==> src/rtl/gauss_pkg.sv <==
// rtl/gauss_pkg.sv - shared types and defaults for the gauss window/blur pipeline
package gauss_pkg;
  localparam int DEFAULT_IMAGE_WIDTH  = 128;
  localparam int DEFAULT_IMAGE_HEIGHT = 128;
  localparam int DEFAULT_PIXEL_W      = 8;

  typedef logic [DEFAULT_PIXEL_W-1:0] pixel_t;

  typedef enum logic [1:0] {
    FILL  = 2'd0,
    RUN   = 2'd1,
    DRAIN = 2'd2
  } win_state_e;

  typedef pixel_t window_t [9];
endpackage

==> src/rtl/gauss_line_buffer.sv <==
// rtl/gauss_line_buffer.sv - two-row, column-addressed, read-before-write line store
module gauss_line_buffer #(
  parameter int IMAGE_WIDTH = 128,
  parameter int PIXEL_W     = 8,
  parameter int COL_W       = $clog2(IMAGE_WIDTH)
) (
  input  logic               clk,
  input  logic               wr_en,
  input  logic [COL_W-1:0]   col,
  input  logic [PIXEL_W-1:0] wr_pixel,
  output logic [PIXEL_W-1:0] rd_row1,
  output logic [PIXEL_W-1:0] rd_row2
);
  // Each entry holds {row r-1, row r-2} for its column; contents are never reset.
  logic [2*PIXEL_W-1:0] mem_q [IMAGE_WIDTH];
  logic [2*PIXEL_W-1:0] wr_word_d;

  assign {rd_row1, rd_row2} = mem_q[col];

  always_comb begin
    wr_word_d = {wr_pixel, rd_row1};
  end

  always_ff @(posedge clk) begin
    if (wr_en) mem_q[col] <= wr_word_d;
  end
endmodule

==> src/rtl/gauss_window_gen.sv <==
// rtl/gauss_window_gen.sv - raster stream to 3x3 windows with zero padding;
// defining WINDOW_BORDER_REPLICATE_EN switches the border to edge replicate.
module gauss_window_gen
  import gauss_pkg::*;
#(
  parameter int IMAGE_WIDTH  = DEFAULT_IMAGE_WIDTH,
  parameter int IMAGE_HEIGHT = DEFAULT_IMAGE_HEIGHT,
  parameter int PIXEL_W      = DEFAULT_PIXEL_W
) (
  input  logic               clk,
  input  logic               Reset,
  input  logic               in_valid,
  output logic               in_ready,
  input  logic [PIXEL_W-1:0] in_pixel,
  output logic               out_valid,
  input  logic               out_ready,
  output logic [PIXEL_W-1:0] win_pixel_1,
  output logic [PIXEL_W-1:0] win_pixel_2,
  output logic [PIXEL_W-1:0] win_pixel_3,
  output logic [PIXEL_W-1:0] win_pixel_4,
  output logic [PIXEL_W-1:0] win_pixel_5,
  output logic [PIXEL_W-1:0] win_pixel_6,
  output logic [PIXEL_W-1:0] win_pixel_7,
  output logic [PIXEL_W-1:0] win_pixel_8,
  output logic [PIXEL_W-1:0] win_pixel_9,
  output logic               out_last
);
  localparam int CNT_W = $clog2(IMAGE_WIDTH*IMAGE_HEIGHT+1);
  localparam int COL_W = $clog2(IMAGE_WIDTH);
  localparam int ROW_W = $clog2(IMAGE_HEIGHT);
  localparam logic [CNT_W-1:0] CNT_FILL_END = CNT_W'(IMAGE_WIDTH+1);
  localparam logic [CNT_W-1:0] CNT_LAST     = CNT_W'(IMAGE_WIDTH*IMAGE_HEIGHT-1);
  localparam logic [COL_W-1:0] COL_LAST     = COL_W'(IMAGE_WIDTH-1);
  localparam logic [ROW_W-1:0] ROW_LAST     = ROW_W'(IMAGE_HEIGHT-1);

  win_state_e         state_q, state_d;
  logic               rdy_en_q;
  logic [CNT_W-1:0]   in_cnt_q, in_cnt_d;
  logic [COL_W-1:0]   in_col_q, in_col_d;
  logic [COL_W-1:0]   cen_col_q, cen_col_d;
  logic [ROW_W-1:0]   cen_row_q, cen_row_d;
  logic               out_valid_q, out_valid_d;
  logic               out_last_q, out_last_d;
  logic [PIXEL_W-1:0] arr_q [3][3];
  logic [PIXEL_W-1:0] arr_d [3][3];
  logic [PIXEL_W-1:0] row_m [3][3];
  logic [PIXEL_W-1:0] win_q [3][3];
  logic [PIXEL_W-1:0] win_d [3][3];
  logic               can_load, accept, shift, emit, frame_done;
  logic [PIXEL_W-1:0] new_pix, lb_row1, lb_row2;

  always_comb begin
    can_load = !out_valid_q || out_ready;
    in_ready = 1'b0;
    if (rdy_en_q) begin
      if (state_q == FILL)     in_ready = 1'b1;
      else if (state_q == RUN) in_ready = can_load;
    end
  end

  // DRAIN keeps shifting zeros until the window flagged last is loaded.
  assign accept     = in_valid && in_ready;
  assign shift      = accept || (state_q == DRAIN && can_load && !(out_valid_q && out_last_q));
  assign emit       = shift && (state_q != FILL || in_cnt_q == CNT_FILL_END);
  assign frame_done = (state_q == DRAIN) && out_valid_q && out_last_q && out_ready;
  assign new_pix    = (state_q == DRAIN) ? '0 : in_pixel;

  gauss_line_buffer #(.IMAGE_WIDTH(IMAGE_WIDTH), .PIXEL_W(PIXEL_W), .COL_W(COL_W)) u_line_buffer (
    .clk      (clk),
    .wr_en    (shift),
    .col      (in_col_q),
    .wr_pixel (new_pix),
    .rd_row1  (lb_row1),
    .rd_row2  (lb_row2)
  );

  always_comb begin
    state_d   = state_q;
    in_cnt_d  = in_cnt_q;
    in_col_d  = in_col_q;
    cen_col_d = cen_col_q;
    cen_row_d = cen_row_q;
    if (accept) in_cnt_d = in_cnt_q + CNT_W'(1);
    if (shift)  in_col_d = (in_col_q == COL_LAST) ? '0 : in_col_q + COL_W'(1);
    if (emit) begin
      if (cen_col_q == COL_LAST) begin
        cen_col_d = '0;
        cen_row_d = cen_row_q + ROW_W'(1);
      end else begin
        cen_col_d = cen_col_q + COL_W'(1);
      end
    end
    case (state_q)
      FILL: begin
        if (accept && in_cnt_q == CNT_LAST)          state_d = DRAIN;
        else if (accept && in_cnt_q == CNT_FILL_END) state_d = RUN;
      end
      RUN: if (accept && in_cnt_q == CNT_LAST) state_d = DRAIN;
      DRAIN: begin
        if (frame_done) begin
          state_d   = FILL;
          in_cnt_d  = '0;
          in_col_d  = '0;
          cen_col_d = '0;
          cen_row_d = '0;
        end
      end
      default: state_d = FILL;
    endcase
  end

  // Shifted array: centre is always the middle cell; wrapped neighbours are masked below.
  always_comb begin
    for (int r = 0; r < 3; r++)
      for (int c = 0; c < 3; c++) arr_d[r][c] = arr_q[r][c];
    if (shift) begin
      for (int r = 0; r < 3; r++) begin
        arr_d[r][0] = arr_q[r][1];
        arr_d[r][1] = arr_q[r][2];
      end
      arr_d[0][2] = lb_row2;
      arr_d[1][2] = lb_row1;
      arr_d[2][2] = new_pix;
    end
  end

  always_comb begin
    for (int r = 0; r < 3; r++)
      for (int c = 0; c < 3; c++) row_m[r][c] = arr_d[r][c];
    for (int c = 0; c < 3; c++) begin
`ifdef WINDOW_BORDER_REPLICATE_EN
      if (cen_row_q == '0)      row_m[0][c] = arr_d[1][c];
      if (cen_row_q == ROW_LAST) row_m[2][c] = arr_d[1][c];
`else
      if (cen_row_q == '0)      row_m[0][c] = '0;
      if (cen_row_q == ROW_LAST) row_m[2][c] = '0;
`endif
    end
    for (int r = 0; r < 3; r++) begin
      for (int c = 0; c < 3; c++) win_d[r][c] = row_m[r][c];
`ifdef WINDOW_BORDER_REPLICATE_EN
      if (cen_col_q == '0)      win_d[r][0] = row_m[r][1];
      if (cen_col_q == COL_LAST) win_d[r][2] = row_m[r][1];
`else
      if (cen_col_q == '0)      win_d[r][0] = '0;
      if (cen_col_q == COL_LAST) win_d[r][2] = '0;
`endif
    end
  end

  always_comb begin
    out_valid_d = out_valid_q;
    out_last_d  = out_last_q;
    if (emit) begin
      out_valid_d = 1'b1;
      out_last_d  = (cen_row_q == ROW_LAST) && (cen_col_q == COL_LAST);
    end else if (out_ready) begin
      out_valid_d = 1'b0;
      out_last_d  = 1'b0;
    end
  end

  always_ff @(posedge clk or negedge Reset) begin
    if (!Reset) begin
      state_q     <= FILL;
      rdy_en_q    <= 1'b0;
      in_cnt_q    <= '0;
      in_col_q    <= '0;
      cen_col_q   <= '0;
      cen_row_q   <= '0;
      out_valid_q <= 1'b0;
      out_last_q  <= 1'b0;
      for (int r = 0; r < 3; r++)
        for (int c = 0; c < 3; c++) begin
          arr_q[r][c] <= '0;
          win_q[r][c] <= '0;
        end
    end else begin
      state_q     <= state_d;
      rdy_en_q    <= 1'b1;
      in_cnt_q    <= in_cnt_d;
      in_col_q    <= in_col_d;
      cen_col_q   <= cen_col_d;
      cen_row_q   <= cen_row_d;
      out_valid_q <= out_valid_d;
      out_last_q  <= out_last_d;
      for (int r = 0; r < 3; r++)
        for (int c = 0; c < 3; c++) begin
          arr_q[r][c] <= arr_d[r][c];
          if (emit) win_q[r][c] <= win_d[r][c];
        end
    end
  end

  assign out_valid   = out_valid_q;
  assign out_last    = out_last_q;
  assign win_pixel_1 = win_q[0][0];
  assign win_pixel_2 = win_q[0][1];
  assign win_pixel_3 = win_q[0][2];
  assign win_pixel_4 = win_q[1][0];
  assign win_pixel_5 = win_q[1][1];
  assign win_pixel_6 = win_q[1][2];
  assign win_pixel_7 = win_q[2][0];
  assign win_pixel_8 = win_q[2][1];
  assign win_pixel_9 = win_q[2][2];
endmodule

==> config.mk <==
export PLATFORM = sky130hd
export DESIGN_NAME = gauss_window_gen
export DESIGN_NICKNAME = d
export VERILOG_FILES = /design/src/rtl/gauss_pkg.sv /design/src/rtl/gauss_line_buffer.sv /design/src/rtl/gauss_window_gen.sv
export SDC_FILE = /design/constraint.sdc
export NUM_CORES = 2
export LEC_CHECK = 0
export ABC_CLOCK_PERIOD_IN_PS = 11440
export BUFFER_PORTS_ARGS = -buffer_cell sky130_fd_sc_hd__buf_2
export CORE_MARGIN = 2
export CORE_UTILIZATION = 40
export CTS_CLUSTER_DIAMETER = 60
export DETAILED_ROUTE_END_ITERATION = 10
export PLACE_DENSITY_LB_ADDON = 0.1
export SYNTH_ARGS = -nofsm -noshare
export SYNTH_HDL_FRONTEND = slang
export SYNTH_SLANG_ARGS = --single-unit
==> constraint.sdc <==
create_clock -name clk -period 11.44 [get_ports clk]
set_input_delay 1.144 -clock clk [delete_from_list [all_inputs] [get_ports clk]]
set_output_delay 1.144 -clock clk [all_outputs]
set_load 0.05 [all_outputs]
======== Yosys cells after proc, flatten, opt, wreduce, memory -nomap -nowiden ========
Memory sizes are Yosys's and may differ from the RTL's.
Index checks and enable logic that the tools add are counted.
storage, ports and cells
  register bits ........................... 185
  output and inout port bits .............. 75
  memories kept ........................... 1
  bits in writable memories ............... 2,048
memories
  name                 depth  bits a word  read ports  clocked after Yosys merged registers in  wr ports  line                     text
  u_line_buffer.mem_q  128    16           1           0                                        1         gauss_line_buffer.sv:15  logic [2*PIXEL_W-1:0] mem_q [IMAGE_WIDTH];
operators by class
  add/sub/neg operators ................... 4
  reductions and logical operators ........ 22
  muxes and demuxes ....................... 42
  equal/unequal tests ..................... 10
operators with widths
  cell                                                    number
  two-way mux 8 bit                                       13
  two-way mux 7 bit                                       12
  two-way mux 72 bit                                      1
  two-way mux 15 bit                                      3
  adder 7 x 1 -> 7 bit (second input constant)            3
  == test 7 bit (second input constant)                   3
  adder 15 x 1 -> 15 bit (second input constant)          1
  == test 15 x 14 -> 1 bit (second input constant)        1
  == test 15 x 8 -> 1 bit (second input constant)         1
  zero test 7 bit                                         2
  logical AND 1 bit                                       11
  two-way mux 1 bit                                       8
  two-way mux 2 bit                                       4
  one-hot mux 2 bit (3 select lines)                      1
  nonzero test 2 bit                                      2
  logical OR 1 bit                                        3
  inequality test 3 x 1 -> 1 bit (second input constant)  1
  AND reduction 3 bit                                     1
  == test 2 x 1 -> 1 bit (second input constant)          1
  == test 2 bit (second input constant)                   1
  zero test 1 bit                                         2
  zero test 2 bit                                         1
  inequality test 2 x 1 -> 1 bit (second input constant)  1
  inequality test 2 bit (second input constant)           1

======== Longest topological paths before layout ========
  word-level depth ........................ 11
  depth in mapped cells ................... 14

======== Modules after synthesis ========
From an unflattened synthesis, not the netlist that was laid out.
second synthesis, totals
  cell total of the unflattened synthesis .. 5,361
  area total of the unflattened synthesis .. 85,413.2 um2
modules (own cells, without submodules)
  module             instances  cells an instance  area each (um2)
  gauss_line_buffer  1          4,607              78,541.6
  gauss_window_gen   1          754                6,871.6

======== Worst setup path after synthesis ========
OpenSTA, ideal clock, no wires.
  path type ............................... register to register
  from .................................... reg in_col_q[2]
  to ...................................... mem u_line_buffer.mem_q[0][4] (netlist bit), data pin
  data arrival time ....................... 7,147 ps
  stages on the path, launching flop included .. 10
  slack ................................... 3,051 ps
  period minus slack after synthesis ...... 8,389 ps
  setup time .............................. 1,242 ps
  required time ........................... 10,198 ps
  cells stage by stage .................... dfrtp_1 buf_6 buf_2 and3b_1 clkbuf_1 clkbuf_1 a21oi_1 a21oi_1 a211oi_1 o31ai_1
between the ends
  cells in the longest elaborated chain, start to end .. 1
ends and longest elaborated chain
  element                 line                     text
  from (decl)             gauss_window_gen.sv:39   logic [COL_W-1:0] in_col_q, in_col_d;
  from (signal assigned)  gauss_window_gen.sv:182  in_col_q <= in_col_d;
  memory (128 x 16 bit)   -
  net lb_row1[4]          gauss_window_gen.sv:50   logic [PIXEL_W-1:0] new_pix, lb_row1, lb_row2;
  to (decl)               gauss_line_buffer.sv:15
The timed path passes the listed nets, and every way through them passes these cells.

======== Worst setup path in the final report ========
  from .................................... reg in_col_q[1]
  to ...................................... mem u_line_buffer.mem_q[122][5] (netlist bit), data pin
The elaborated chain is that of the path after synthesis.

==> flow_summary.ini <==
[run_status]
outcome = finished clean

[placement]
place_congestion = 0.846
port_buffers = 86
place_hpwl_um = 183000
dp.cells = 7971

[timing]
drv_slew = 0
rsz0062_at_grt = no
setup_viol = 0
finalCritPeriodShare_pct = 58.5
hold_viol = 0
min_period_ns = 6.69
tns_ns = 0
fmax_mhz = 150
hold_ws_ns = 0.386
skew_ns = 0.0523
tightest_slew_ns = 1.43
relSlewSlack_pct = 4.26

[layout]
final_common_cell = edfxtp_1
final_nets = 5403
area_growth_syn_to_layout_pct = 14.1
drive_above_1_share_pct = 16.6
most-common-layout-cells = edfxtp_1, a221oi_1, nand2_1
fill_cells = 18500
finalNonFillerCells = 8423

[floorplanning]
num_rows = 169
start_util_pct = 40.3
die_w_um = 467
core_area_sq_mm = 0.213
dieArea_sq_mm = 0.218
io_pins = 87
die_h_um = 467

[cts]
post_cts_buffers = 0
cts_buffer_depth = 3
cts_buffers = 232
cts.clk_slew.worst_paths_ns = 0.06
cts-resized-gates = 0
root_buffer = clkbuf_16
htreeDepth = 4
cts_tree = done
clk_latency_ns = 0.90
cts.hold.buffers_added = 0
cts_num_sinks = 2225

[logic_synthesis]
syn_inst = 5179
syn-num-nets = 5198
synth_area_leaders = edfxtp_1, dfrtp_1, a221oi_1
synth_area_per_cell_sq_um = 16.6
synth-edff-count = 2048
yosysUniqueCellTypes = 81
yosys_warnings = 0
yosys.area.top_type = edfxtp_1
yosysTopAreaCellShare_pct = 71.7
async_reset_ff_share_pct = 7.96
synth_top_flop_cell = edfxtp_1
ys_seq_area_share_pct = 76.9
ys_ff_latch = 2225
syn_area_sq_mm = 0.0857

[grt]
antenna_found_initial = 10
grt_max_degree = 106
track_usage_pct = 28.9
grt_overflow = 0
grt_pass1_vias = 51100
grt_pass1_wl_um = 437000

[power_and_ir_drop]
power.density_mw_per_mm2 = 286
p_leak_nw = 32.1
ir_drop_v = 0.000403

[drt]
drt_pass1_iterations = 9
vias_per_cell = 6.36
post-route-drc-count = 0
vias = 53600
postRouteAntennaNets = 0
routedWlPerCell_um = 38.0
drtIter0Drc = 8247
wirelength_um = 320000

[critical_path]
r2r-start = in_col_q[1]
startpoint = in_col_q[1]
critPathLaunchType = register
crit_type = reg -> reg
crit_required_ns = 11.94
worstSetupEndpointType = register
path_max_fanout = 93
crit_arrival_ns = 7.19

[worst_hold_path]
hold_class = in -> async

[job]
cap_violations = 0
-- metrics by stage --
step	worst slack [ns]	total power (W)	util (%)	area [sq um]
floorplan	3.05	0.0159	-	85700
global placement	4.95	0.0206	42.6	90600
detailed placement	5.01	0.0207	42.6	90600
CTS	5.00	0.0279	46.0	97800
global route	4.76	0.0286	46.0	97800
finish	4.75	0.0280	46.0	97800
-- synthesized netlist by cell type (43+ instances only) --
library cell	number
a21o_1	43
a21oi_1	233
a221oi_1	297
a222oi_1	53
a22o_1	93
a22oi_1	121
buf_1	57
buf_2	126
clkbuf_1	169
dfrtp_1	177
edfxtp_1	2048
mux2_2	105
mux2i_1	189
mux4_2	48
nand2_1	282
nor2_1	306
nor3_1	53
o21ai_0	195
-- power by group --
part | internal [W] | switching, W
clock network | 0.00403 | 0.00324
registers | 0.0108 | 0.000167
logic | 0.00216 | 0.00756
-- state kept, by name (all words and copies together) (netlist names) --
signal               count
in_cnt_q                15
in_col_q                 7
cen_row_q                7
state_q                  2
win_pixel_6              8
win_pixel_2              8
rdy_en_q                 1
out_valid                1
win_pixel_3              8
win_pixel_7              8
win_pixel_8              8
win_pixel_9              8
cen_col_q                7
win_pixel_5              8
win_pixel_4              8
arr_q                   64
out_last                 1
u_line_buffer.mem_q   2048
win_pixel_1              8
-- per-layer routing --
metal	GRT usage (%)	part of all wire [%]
met3	5.60	9.2
met1	41.1	41
met5	0	0.0066
met4	9.69	3.6
met2	44.6	46
-- cell families (layout without fill, tap and decap cells) --
logic type	count (synthesis)	count (layout)	synth area share [%]
flip-flops	2225	2225	76.9
AO/OA/AOI/OAI	1357	1357	11.6
AND/OR/NAND/NOR	796	796	4.07
buffers and inverters	423	837	2.19
multiplexers	342	342	4.85
XOR/XNOR	28	28	0.286
adder cells (fa/ha/maj)	7	7	0.102
other	1	10	0.00437
-- worst paths after layout --
kind | end | slack (ns) | cells after the start
setup / recovery | u_line_buffer.mem_q[122][5] | 4.75 | 11
max in group asynchronous | arr_q[59] | 9.44 | 2
hold / removal | in_cnt_q[3] | 0.39 | 1
min in group clk | arr_q[18] | 0.46 | 2
hold reg to reg | arr_q[18] | 0.46 | 2
setup reg to reg | u_line_buffer.mem_q[122][5] | 4.75 | 11
-- worst max-delay path: stages (launching register included) --
cell and delay (ns):
dfrtp_4 0.66, buf_4 0.53, buf_12 0.61, buf_4 0.59, mux2_2 0.40, a221oi_1 0.23
a21oi_1 0.10, a311oi_1 0.53, a211oi_1 0.19, nor3_1 1.04, inv_4 0.54, buf_4 0.55
-- final cells by class --
| cell class | count | area (sq um) | area share [%] |
|---|---|---|---|
| well taps | 2821 | 3530 | 3.61 |
| repair buffers | 352 | 2590 | 2.64 |
| clock buffers | 310 | 6200 | 6.34 |
| multi-input cells | 2531 | 18300 | 18.7 |
| inverters | 42 | 178 | 0.182 |
| clock inverters | 133 | 1030 | 1.05 |
| diodes | 9 | 22.5 | 0.0230 |
| flip-flops and latches | 2225 | 65900 | 67.4 |
Note: power is estimated with default switching activity, not from simulation.
